--- src/rtl/frame_checker_impl.sv ---
// Receive-side test-frame checker: consumes every beat of the MAC RX stream,
// classifies each frame, validates the IPv4 header checksum and length of test
// frames, and keeps per-port statistics counters.

package frame_checker_pkg;

  // Addresses configured for one tester port.
  typedef struct packed {
    logic [31:0] src_ip;
    logic [31:0] dst_ip;
  } port_config_t;

  // Header markers that identify frames produced by the test-frame generator.
  localparam logic [7:0] TEST_FRAME_TOS   = 8'hB4;
  localparam logic [7:0] TEST_FRAME_PROTO = 8'hFD;

endpackage

module frame_checker_impl
  import frame_checker_pkg::*;
#(
  parameter int DATA_WIDTH = 512,
  parameter int ID_WIDTH   = 3,
  parameter int CNT_WIDTH  = 48
) (
  input  logic                      clk,
  input  logic                      rst,
  input  logic                      enable,
  input  logic                      clear,
  input  port_config_t              port_config,
  input  logic [DATA_WIDTH-1:0]     axis_s_data,
  input  logic [DATA_WIDTH/8-1:0]   axis_s_keep,
  input  logic                      axis_s_last,
  input  logic [DATA_WIDTH/8-1:0]   axis_s_user,
  input  logic [ID_WIDTH-1:0]       axis_s_id,
  input  logic                      axis_s_valid,
  output logic                      axis_s_ready,
  output logic [CNT_WIDTH-1:0]      rx_frames,
  output logic [CNT_WIDTH-1:0]      rx_bytes,
  output logic [CNT_WIDTH-1:0]      test_frames,
  output logic [CNT_WIDTH-1:0]      good_frames,
  output logic [CNT_WIDTH-1:0]      err_checksum,
  output logic [CNT_WIDTH-1:0]      err_length,
  output logic [CNT_WIDTH-1:0]      err_mac
);

  localparam int KEEP_W = DATA_WIDTH / 8;

  localparam logic [0:0] ST_FIRST = 1'b0;
  localparam logic [0:0] ST_BODY  = 1'b1;

  localparam logic [CNT_WIDTH-1:0] CNT_ONE = {{(CNT_WIDTH-1){1'b0}}, 1'b1};

  // Byte i of the beat (byte 0 sits in the low bits).
  function automatic logic [7:0] byte_at(input logic [DATA_WIDTH-1:0] d, input int i);
    return d[8*i +: 8];
  endfunction

  // Number of valid bytes in a beat.
  function automatic logic [15:0] popcount(input logic [KEEP_W-1:0] k);
    logic [15:0] n;
    n = '0;
    for (int i = 0; i < KEEP_W; i++) n = n + 16'(k[i]);
    return n;
  endfunction

  // One's-complement check over the 20-byte IPv4 header (checksum included).
  // Ten 16-bit words fit in 20 bits; two folds absorb every carry.
  function automatic logic csum_ok(input logic [159:0] h);
    logic [19:0] sum;
    logic [16:0] fold1;
    logic [16:0] fold2;
    sum = '0;
    for (int k = 0; k < 10; k++) sum = sum + {4'h0, h[16*k +: 8], h[16*k+8 +: 8]};
    fold1 = {1'b0, sum[15:0]} + {13'h0, sum[19:16]};
    fold2 = {1'b0, fold1[15:0]} + {16'h0, fold1[16]};
    return fold2[15:0] == 16'hFFFF;
  endfunction

  // MAC addresses, payload bits and tid carry nothing this block needs.
  logic unused_inputs;
  assign unused_inputs = ^{axis_s_id, axis_s_data[DATA_WIDTH-1:272], axis_s_data[95:0]};

  logic [0:0]           state_q, state_d;
  logic                 is_test_q, is_test_d;
  logic                 csum_ok_q, csum_ok_d;
  logic [15:0]          ip_len_q, ip_len_d;
  logic [15:0]          byte_cnt_q, byte_cnt_d;

  logic [CNT_WIDTH-1:0] rx_frames_q, rx_frames_d;
  logic [CNT_WIDTH-1:0] rx_bytes_q, rx_bytes_d;
  logic [CNT_WIDTH-1:0] test_frames_q, test_frames_d;
  logic [CNT_WIDTH-1:0] good_frames_q, good_frames_d;
  logic [CNT_WIDTH-1:0] err_checksum_q, err_checksum_d;
  logic [CNT_WIDTH-1:0] err_length_q, err_length_d;
  logic [CNT_WIDTH-1:0] err_mac_q, err_mac_d;

  logic        beat_acc;
  logic        is_first;
  logic        first_is_test;
  logic        first_csum_ok;
  logic [15:0] first_ip_len;
  logic [16:0] byte_sum;
  logic [15:0] frame_bytes;
  logic        cur_is_test;
  logic        cur_csum_ok;
  logic [15:0] cur_ip_len;
  logic        len_ok;
  logic        mac_err;
  logic        count_evt;

  assign axis_s_ready = !rst;

  // Parse the stream, classify frames and compute next counter values.
  always_comb begin
    // NOTE: every signal gets a default first so no path leaves one unassigned,
    // which would otherwise infer a latch.
    state_d        = state_q;
    is_test_d      = is_test_q;
    csum_ok_d      = csum_ok_q;
    ip_len_d       = ip_len_q;
    byte_cnt_d     = byte_cnt_q;
    rx_frames_d    = rx_frames_q;
    rx_bytes_d     = rx_bytes_q;
    test_frames_d  = test_frames_q;
    good_frames_d  = good_frames_q;
    err_checksum_d = err_checksum_q;
    err_length_d   = err_length_q;
    err_mac_d      = err_mac_q;

    beat_acc = axis_s_valid && axis_s_ready;
    is_first = (state_q == ST_FIRST);

    // Header classification; only meaningful on a first beat.
    first_is_test = (byte_at(axis_s_data, 12) == 8'h08)
                 && (byte_at(axis_s_data, 13) == 8'h00)
                 && (byte_at(axis_s_data, 14) == 8'h45)
                 && (byte_at(axis_s_data, 15) == TEST_FRAME_TOS)
                 && (byte_at(axis_s_data, 23) == TEST_FRAME_PROTO)
                 && ({byte_at(axis_s_data, 26), byte_at(axis_s_data, 27),
                      byte_at(axis_s_data, 28), byte_at(axis_s_data, 29)} == port_config.dst_ip)
                 && ({byte_at(axis_s_data, 30), byte_at(axis_s_data, 31),
                      byte_at(axis_s_data, 32), byte_at(axis_s_data, 33)} == port_config.src_ip)
                 && (&axis_s_keep[33:0]);
    first_csum_ok = csum_ok(axis_s_data[271:112]);
    first_ip_len  = {byte_at(axis_s_data, 16), byte_at(axis_s_data, 17)};

    // Running byte count including this beat, saturating at 16 bits.
    byte_sum    = is_first ? {1'b0, popcount(axis_s_keep)}
                           : {1'b0, byte_cnt_q} + {1'b0, popcount(axis_s_keep)};
    frame_bytes = byte_sum[16] ? 16'hFFFF : byte_sum[15:0];

    // A single-beat frame must use this beat's header, not stale latched flags.
    cur_is_test = is_first ? first_is_test : is_test_q;
    cur_csum_ok = is_first ? first_csum_ok : csum_ok_q;
    cur_ip_len  = is_first ? first_ip_len  : ip_len_q;
    len_ok      = ({1'b0, frame_bytes} == ({1'b0, cur_ip_len} + 17'd14));
    mac_err     = |axis_s_user;
    count_evt   = beat_acc && axis_s_last && enable;

    if (beat_acc) begin
      byte_cnt_d = frame_bytes;
      if (is_first) begin
        is_test_d = first_is_test;
        csum_ok_d = first_csum_ok;
        ip_len_d  = first_ip_len;
      end
      state_d = axis_s_last ? ST_FIRST : ST_BODY;
    end

    if (clear) begin
      rx_frames_d    = '0;
      rx_bytes_d     = '0;
      test_frames_d  = '0;
      good_frames_d  = '0;
      err_checksum_d = '0;
      err_length_d   = '0;
      err_mac_d      = '0;
    end else if (count_evt) begin
      rx_frames_d = rx_frames_q + CNT_ONE;
      rx_bytes_d  = rx_bytes_q + {{(CNT_WIDTH-16){1'b0}}, frame_bytes};
      if (mac_err) begin
        err_mac_d = err_mac_q + CNT_ONE;
      end else if (cur_is_test) begin
        test_frames_d = test_frames_q + CNT_ONE;
        if (!cur_csum_ok) err_checksum_d = err_checksum_q + CNT_ONE;
        if (!len_ok)      err_length_d   = err_length_q + CNT_ONE;
        if (cur_csum_ok && len_ok) good_frames_d = good_frames_q + CNT_ONE;
      end
    end
  end

  // Register parser state, latched header flags and statistics.
  always_ff @(posedge clk) begin
    // NOTE: sequential state uses non-blocking assignments so every flop
    // samples its pre-edge inputs regardless of statement order.
    if (rst) begin
      state_q        <= ST_FIRST;
      is_test_q      <= 1'b0;
      csum_ok_q      <= 1'b0;
      ip_len_q       <= '0;
      byte_cnt_q     <= '0;
      rx_frames_q    <= '0;
      rx_bytes_q     <= '0;
      test_frames_q  <= '0;
      good_frames_q  <= '0;
      err_checksum_q <= '0;
      err_length_q   <= '0;
      err_mac_q      <= '0;
    end else begin
      state_q        <= state_d;
      is_test_q      <= is_test_d;
      csum_ok_q      <= csum_ok_d;
      ip_len_q       <= ip_len_d;
      byte_cnt_q     <= byte_cnt_d;
      rx_frames_q    <= rx_frames_d;
      rx_bytes_q     <= rx_bytes_d;
      test_frames_q  <= test_frames_d;
      good_frames_q  <= good_frames_d;
      err_checksum_q <= err_checksum_d;
      err_length_q   <= err_length_d;
      err_mac_q      <= err_mac_d;
    end
  end

  assign rx_frames    = rx_frames_q;
  assign rx_bytes     = rx_bytes_q;
  assign test_frames  = test_frames_q;
  assign good_frames  = good_frames_q;
  assign err_checksum = err_checksum_q;
  assign err_length   = err_length_q;
  assign err_mac      = err_mac_q;

endmodule

--- config.mk ---
export PLATFORM = sky130hd
export DESIGN_NAME = frame_checker_impl
export DESIGN_NICKNAME = d
export VERILOG_FILES = /design/src/rtl/frame_checker_impl.sv
export SDC_FILE = /design/constraint.sdc
export NUM_CORES = 1
export LEC_CHECK = 0
export CORE_AREA = 2 2 413 415
export CTS_BUF_LIST = sky130_fd_sc_hd__clkbuf_8 sky130_fd_sc_hd__clkbuf_16
export CTS_CLUSTER_DIAMETER = 100
export CTS_CLUSTER_SIZE = 28
export DETAILED_ROUTE_END_ITERATION = 8
export DIE_AREA = 0 0 415 417
export PLACE_DENSITY = 0.46
export SLEW_MARGIN = 40
export SYNTH_ARGS = -nofsm -noshare
export SYNTH_HDL_FRONTEND = slang
export SYNTH_SLANG_ARGS = --single-unit
--- constraint.sdc ---
create_clock -name clk -period 25.3 [get_ports clk]
set_input_delay 5.06 -clock clk [delete_from_list [all_inputs] [get_ports clk]]
set_output_delay 5.06 -clock clk [all_outputs]
set_load 0.05 [all_outputs]
* After elaboration in Yosys (flattened, before gate mapping)
Index checks and enable logic that the tools add are counted.
Storage, ports and cells: input bits 713, output and inout bits 337, bits in registers 371, logic and storage cells 133
Operators by class: $add $sub $neg 83, mux-type cells 6, bitwise logic cells 3, reduce and logical (&&, ||, !) cells 21, equal/unequal tests 8
Operator list (number):
- $add A16 B1 Y16 | 49
- $add A48 B1 Y48 const B | 6
- $add A20 B16 Y20 | 5
- $eq A32 B32 Y1 | 2
- $reduce_or A64 Y1 | 1
- $add A48 B16 Y48 | 1
- $add A16 B16 Y17 | 2
- $reduce_and A34 Y1 | 1
- $mux W16 | 2
- $add A19 B16 Y20 | 1
- $add A18 B16 Y19 | 1
- $add A17 B16 Y18 | 1
- $add A16 B4 Y17 | 1
- $add A16 B4 Y17 const B | 1
- $eq A16 B17 Y1 | 1
- $mux W17 | 1
- $add A15 B1 Y16 | 1
- $eq A16 B16 Y1 const B | 1
- $eq A8 B8 Y1 const B | 2
- $add A14 B1 Y15 | 1
- $add A13 B1 Y14 | 1
- $add A12 B1 Y13 | 1
- $add A11 B1 Y12 | 1
- $reduce_and A4 Y1 | 3
- other kinds (20) | 34

* Depth between registers and ports, before layout
Gate-level depths: netlist of run 1.
depth in word-level cells 69, depth in mapped cells 40

* Worst setup path before layout of run 1
No wires, ideal clock.
kind input to register, from input axis_s_data[122], to register good_frames_q[30] (netlist: good_frames[30]), arrival 14.069 ns, library setup time 0.135 ns, stages 38, slack 11.096 ns, path through inv_1 > fa_1 > inv_1 > fa_1 > fa_1 > inv_1 > fa_1 > inv_1 > fa_1 > fa_1 > a211oi_1 > o31ai_2 > a311o_1 > a31oi_1 > o21ai_0 > a21oi_1 > nor2b_1 > nor2_1 > [2 not listed] > fa_1 > nor2b_1 > o21ai_0 > a211o_1 > nor4b_1 > and4_1 > and3_1 > ha_1 > ha_1 > nand2_1 > or3_1 > or4_1 > nor2_1 > a32oi_1 > a311o_1 > clkbuf_1 > o311ai_0 > o41ai_1
On the way: longest elaborated chain between the ends 15, elaborated cells on any way between the ends 22
Ends and longest elaborated chain:
- from (decl) | line 31 | input logic [DATA_WIDTH-1:0] axis_s_data,
- $add A16 B16 Y17 | line 74 | for (int k = 0; k < 10; k++) sum = sum + {4'h0, h[16*k +: 8], h[16*k+8 +: 8]};
- $add A17 B16 Y18 | line 74
- $add A18 B16 Y19 | line 74
- $add A19 B16 Y20 | line 74
- $add A20 B16 Y20 (5 in series) | line 74
- $add A16 B4 Y17 | line 75 | fold1 = {1'b0, sum[15:0]} + {13'h0, sum[19:16]};
- $add A16 B1 Y16 | line 76 | fold2 = {1'b0, fold1[15:0]} + {16'h0, fold1[16]};
- $eq A16 B16 Y1 | line 77 | return fold2[15:0] == 16'hFFFF;
- $mux W1 | line 155 | cur_csum_ok = is_first ? first_csum_ok : csum_ok_q;
- $logic_and A1 B1 Y1 | line 188 | if (cur_csum_ok && len_ok) good_frames_d = good_frames_q + CNT_ONE;
- $reduce_and A4 Y1 (no source line) (*)
- to (signal assigned) | line 219 | good_frames_q <= good_frames_d;
- to (decl) | line 93 | logic [CNT_WIDTH-1:0] good_frames_q, good_frames_d;
Every way passes the cells marked *; elsewhere a longest branch is shown, timed or not. A chain may end at the register's enable or synchronous reset.

* Worst setup path in the final report of run 1
from input axis_s_data[142], to register good_frames_q[30] (netlist: good_frames[30])
On the way: longest elaborated chain between the ends 15, elaborated cells on any way between the ends 18
Ends and longest elaborated chain (line):
- $add A16 B16 Y17 | 74
- $add A17 B16 Y18 | 74
- $add A18 B16 Y19 | 74
- $add A19 B16 Y20 | 74
- $add A20 B16 Y20 (5 in series) | 74
- $add A16 B4 Y17 | 75
- $add A16 B1 Y16 | 76
- $eq A16 B16 Y1 | 77
- $mux W1 | 155
- $logic_and A1 B1 Y1 (*) | 188
- $reduce_and A4 Y1 (no source line) (*)
Marks and branches as above.

==> run summary, run 1 <==
Yosys reg bits: 371
Synthesized area per cell: 8.50 sq um
Post-synthesis adder-cell area fraction: 0.174
Register area share after synthesis: 0.278
Initial Utilization: 0.158
IO Pins: 1050
Setup crit start kind: input pin
Routed Wire Length: 116000 um
DRC Markers: 0
Main combinational cell family by area after synthesis: simple AND/OR/NAND/NOR gates
CP peak stage delay: 0.69 ns
Mapped Area: 0.0267 sq mm
# hold bufs at CTS: 0
Largest net degree at the start of global routing: 102
Top-area cell type share of the netlist area: 0.278
Yosys warns: 0
Layout area overhead: 40.2%
Gp weighted congestion: 0.927
VDD IR max: 343 uV
Pre-CTS setup slack: 8.90 ns
Met2 routed wirelength: 55200 um
Wire length per cell: 19.2 um
DIE HEIGHT: 417 um
Cts bufs inserted: 26
Most common cell in the netlist: dfxtp_1
PD cells: 156 mW/mm^2
Top cells by area, synth: dfxtp_1 28%, fa_1 14%, xor2_1 5.5%
Final setup fails: 0
Max layer used: met5
Final #Nets: 4745
Setup WS post-layout: 9.55 ns
Combinational power share: 0.808
Setup Skew: 0.0405 ns
Sw Share: 0.533
CTS max path bufs: 3
Slew Limit Fails: 0
Synth Area in Compound Gates: 0.123
Initial antenna violation count: 9
Total grt overflow: 0
Number of synthesized flops with an enable pin: 0
Htree depth: 1
Most numerous cell on the critical path: fa_1
Largest area contributor in the netlist: dfxtp_1
CP endpoint kind: flip-flop
Kind of critical path: input pin to flip-flop
CTS tree: yes
Via count: 25400
Post-synthesis xor/xnor area fraction: 0.0919
DIE WIDTH: 415 um
PnR Total Power: 0.00583 W
Synth Net Count: 4112
Met3 wire len: 6480 um
Internal power: 0.00272 W
Core box area: 0.169 sq mm
Synth cell types: 82
Post-DP HPWL: 94700 um
Design Area, Final: 0.0374 sq mm
Period minus WS final: 15.75 ns
Share of cells above drive strength 1: 0.0362
Sw Pwr: 0.00311 W
Final period util: 0.622
Proportion of synthesized area in mux cells: 0.0282
DP Cell Count: 5961
Row count: 151
Cells after synthesis: 3138
Post-cts gate resize count: 0
Postcts setup bufs: 0
Post-DP Area: 0.0364 sq mm
Final Hold Vio Count: 0
Slew HR: 0.413
Arrival @ worst endpoint: 16.24 ns
Metal-1 WL: 51000 um
CP Max Fanout: 77
P_leak: 13.5 nW
Port buffer count: 710
Number of global-route vias before repair: 24700
TritonRoute pass-1 iters: 5
Fin cells: 6011
Die ar.: 0.173 sq mm
Latest clock arrival within the worst-skew pair: 0.63 ns
GR Util All Layers: 0.129
Status: completed
RSZ-0062 raised after global routing: no
Worst hold path class: flip-flop to flip-flop
Fraction of registers with async set/reset: 0
Final ANT Viol Nets: 0
Slowest cell on crit path: clkdlybuf4s50_1
Tightest Pin Transition: 0.878 ns
Synth Flop Type: dfxtp_1
Initial detailed-routing violation count: 1651
Most frequent cells after synthesis: 371 x dfxtp_1, 324 x nand2_1, 313 x inv_1, 243 x nor2_1, 182 x fa_1
CTS Root Cell: clkbuf_16
Fmax: 63.5 MHz
Worst-path clk slew: 0.11 ns
CTS Sinks: 371
First-pass GRT wire length: 169000 um
Via density: 4.22
Clock share of power: 0.089
Max Cap Viol: 0
WP data required: 25.79 ns
Simple-Gate Fraction of Synth Area: 0.240
Share of power burned in registers: 0.103
Setup TNS: 0 ns
==> stage by stage <==
stage | hold slack, ns | utilization
after CTS | 0.477 | 0.222
after global placement | 0.454 | 0.215
after global routing | 0.490 | 0.222
final | 0.476 | 0.222
after floorplan | 0.446 | -
after detailed placement | 0.462 | 0.216
==> flip-flops by register name (all words and copies together), names as in the netlist, 16 cells and up <==
signal	cells
byte_cnt_q	16
test_frames	48
rx_bytes	48
err_mac	48
good_frames	48
err_checksum	48
err_length	48
ip_len_q	16
rx_frames	48
==> metal layers <==
layer | GRT usage | up-vias
met5 | 0 | -
met4 | 0.0317 | 10
met3 | 0.0220 | 100
met2 | 0.219 | 696
met1 | 0.168 | 12300
li1 | - | 12200
==> critical path: cells and delay by family <==
kind            cells  cell delay, ns
compound gates     12            3.42
xor+xnor            1            0.17
fa+ha+maj           9            3.81
buf+inv             7            1.40
simple gates       10            2.27
==> cell usage in the layout, fill, tap and decap left out, drive strengths merged, types with 20 or more instances in the layout <==
| cell | synthesis | final |
|---|---|---|
| clkdlybuf4s50 | 0 | 703 |
| dfxtp | 371 | 371 |
| nand2 | 325 | 325 |
| inv | 313 | 324 |
| nor2 | 243 | 243 |
| fa | 182 | 182 |
| xor2 | 169 | 169 |
| nand3 | 119 | 119 |
| a21oi | 118 | 118 |
| xnor2 | 111 | 111 |
| or3 | 99 | 99 |
| nand4 | 91 | 91 |
| and3 | 83 | 83 |
| ha | 79 | 79 |
| mux2i | 73 | 73 |
| nor4 | 67 | 67 |
| o21ai | 60 | 60 |
| or4 | 48 | 48 |
| o211ai | 44 | 44 |
| buf | 24 | 36 |
| o311ai | 32 | 32 |
| and4 | 32 | 32 |
| o41ai | 29 | 29 |
| nor3 | 28 | 28 |
| a31oi | 27 | 27 |
| clkbuf | 110 | 26 |
| and2 | 23 | 23 |
| a21o | 20 | 20 |
| o21a | 20 | 20 |
==> cell families after synthesis <==
family                     Yosys count
xor gates and xnor gates           280
muxes                               75
adders and majority gates          261
and+or+nand+nor                   1228
DFF                                371
AOI/OAI and AO/OA                  475
buffers and inverters              448
==> final timing paths <==
| path | from | end | slack [ns] | cells past startpoint |
|---|---|---|---|---|
| max reg2reg | byte_cnt_q[0] | rx_bytes[43] | 19.72 | 18 |
| max | axis_s_data[142] | good_frames[30] | 9.55 | 39 |
| min reg2reg | ip_len_q[11] | ip_len_q[11] | 0.48 | 2 |
| min | ip_len_q[11] | ip_len_q[11] | 0.48 | 2 |
==> layout make-up <==
cell class	count	area, sq um
fillers	18500	131000
multi-input cells	2319	17600
flip-flops and latches	371	7430
repair buffers	739	7370
well taps	2218	2780
inverters	314	1180
clock buffers	26	651
clock inverters	20	373
diodes	4	10.0
==> power by group through the flow <==
stage / logic [W] / clock network [W] / registers (W)
final: 0.00471 / 0.000519 / 0.000602
after global routing: 0.00537 / 0.000566 / 0.000604
after CTS: 0.00476 / 0.000547 / 0.000603
after detailed placement: 0.00472 / 0 / 0.000616
after global placement: 0.00468 / 0 / 0.000615
after floorplan: 0.00356 / 0 / 0.000623
Note: power is estimated with default switching activity, not from simulation.
==> run 2: changes to the inputs <==
--- a/config.mk
+++ b/config.mk
@@ -11,7 +11,7 @@
 export CTS_CLUSTER_SIZE = 28
 export DETAILED_ROUTE_END_ITERATION = 8
 export DIE_AREA = 0 0 415 417
-export PLACE_DENSITY = 0.46
+export PLACE_DENSITY = 0.48
 export SLEW_MARGIN = 40
 export SYNTH_ARGS = -nofsm -noshare
 export SYNTH_HDL_FRONTEND = slang
==> constraint.sdc (replaced) <==
create_clock -name clk -period 12.7 [get_ports clk]
set_input_delay 2.54 -clock clk [delete_from_list [all_inputs] [get_ports clk]]
set_output_delay 2.54 -clock clk [all_outputs]
set_load 0.05 [all_outputs]
==> run summary, run 2 (synthesized netlist as in run 1, its figures left out) <==
Latest clock arrival within the worst-skew pair: 0.61 ns
WP data required: 13.27 ns
CTS Root Cell: clkbuf_16
Post-DP HPWL: 94100 um
CP Max Fanout: 19
Sw Pwr: 0.00655 W
VDD IR max: 757 uV
DRC Markers: 0
Status: completed
PD cells: 344 mW/mm^2
First-pass GRT wire length: 167000 um
Number of global-route vias before repair: 25100
Share of cells above drive strength 1: 0.0786
Worst hold path class: flip-flop to flip-flop
Wire length per cell: 18.5 um
Worst-path clk slew: 0.12 ns
Period minus WS final: 12.28 ns
Final #Nets: 4914
Most numerous cell on the critical path: fa_1
Commonest cells after routing, fill and taps aside: 701 x clkdlybuf4s50_1, 370 x dfxtp_1, 323 x nand2_1, 314 x inv_1, 241 x nor2_1
Die ar.: 0.173 sq mm
Initial Utilization: 0.158
IO Pins: 1050
CP endpoint kind: flip-flop
Setup WS post-layout: 0.423 ns
Tightest Pin Transition: 0.919 ns
Fmax: 81.5 MHz
Design Area, Final: 0.0388 sq mm
Clock share of power: 0.075
Gp weighted congestion: 0.907
Kind of critical path: input pin to flip-flop
Post-DP Area: 0.0376 sq mm
Pre-CTS setup slack: -0.326 ns
Setup crit start kind: input pin
Layout area overhead: 45.4%
Via count: 25800
Slew HR: 0.382
TritonRoute pass-1 iters: 6
Total grt overflow: 0
Internal power: 0.00680 W
Final ANT Viol Nets: 0
GR Util All Layers: 0.126
Share of power burned in registers: 0.090
PnR Total Power: 0.0133 W
Sw Share: 0.491
Initial detailed-routing violation count: 1565
Slowest cell on crit path: fa_1
Combinational power share: 0.836
CP peak stage delay: 0.54 ns
DIE HEIGHT: 417 um
P_leak: 14.4 nW
CTS tree: yes
Final period util: 0.967
CTS max path bufs: 3
Max Cap Viol: 0
Via density: 4.18
Core Util, Final: 0.230
FILL cells: 18500
Final setup fails: 0
Largest net degree at the start of global routing: 176
Setup Skew: 0.0376 ns
Htree depth: 1
Final Hold Vio Count: 0
Slew Limit Fails: 0
Row count: 151
Routed Wire Length: 114000 um
CTS Sinks: 371
Arrival @ worst endpoint: 12.85 ns
Core box area: 0.169 sq mm
DIE WIDTH: 415 um
Cts bufs inserted: 24
Port buffer count: 710
Initial antenna violation count: 8
Most common cell after layout, fill and taps aside: clkdlybuf4s50_1
-- run 2: cell count changes in the layout (fill, tap and decap cells not counted), sizes merged --
cell / delta
buf: +170
clkinv: -2
clkbuf: +3
bufinv: +1
clkdlybuf4s50: -2
inv: -3
-- run 2: per-stage QoR --
| step | std cells | TNS (ns) | hold WS [ns] |
|---|---|---|---|
| after floorplan | 3138 | 0 | 0.446 |
| after global placement | 6125 | -18.49 | 0.455 |
| after detailed placement | 6127 | -18.86 | 0.463 |
| after CTS | 6169 | 0 | 0.476 |
| after global routing | 6174 | -0.0142 | 0.499 |
| final | 6178 | 0 | 0.475 |
-- run 2: repair_timing --
action / in CTS / in global routing
setup endpoints to repair: 0 / 89
buffers inserted: 0 / 1
hold endpoints to repair: 0 / 0
hold buffers: 0 / 0
gates resized for setup: 0 / 14
-- run 2: metal layers --
metal  vias up  GRT usage  share of wire
met5         -          0        0.00033
li1      12600          -              -
met1     12500      0.163           0.44
met3        84     0.0267          0.063
met4         6     0.0293          0.024
met2       679      0.214           0.48
-- run 2: path summary, 6_finish.rpt --
path / from / end / slack [ns] / depth (start not counted)
worst min-delay path: rx_bytes[47] / rx_bytes[47] / 0.48 / 2
worst min register to register: rx_bytes[47] / rx_bytes[47] / 0.48 / 2
worst max register to register: state_q / good_frames[31] / 7.46 / 16
worst max-delay path: axis_s_data[122] / good_frames[31] / 0.42 / 42
-- run 2: layout make-up --
| class | instances | area [sq um] | share of cell area |
|---|---|---|---|
| multi-input cells | 2319 | 17700 | 0.455 |
| repair buffers | 910 | 8780 | 0.226 |
| flip-flops and latches | 371 | 7430 | 0.192 |
| well taps | 2218 | 2780 | 0.0715 |
| inverters | 314 | 1180 | 0.0304 |
| clock buffers | 26 | 639 | 0.0165 |
| clock inverters | 16 | 318 | 0.00819 |
| diodes | 4 | 10.0 | 0.000258 |
-- run 2: critical path: cells and delay by family --
family	cells	cell delay (ns)
compound gates	10	2.22
xor+xnor	1	0.18
fa+ha+maj	9	3.90
buf+inv	10	1.47
simple gates	12	2.52
-- run 2: power groups by stage --
stage          clock, W  combinational (W)  sequential (W)
3_5_place_dp          0             0.0112         0.00123
3_3_place_gp          0             0.0110         0.00123
6_report       0.000995             0.0112         0.00120
4_1_cts         0.00105             0.0112         0.00120
5_1_grt         0.00108             0.0125         0.00120
2_1_floorplan         0            0.00710         0.00124
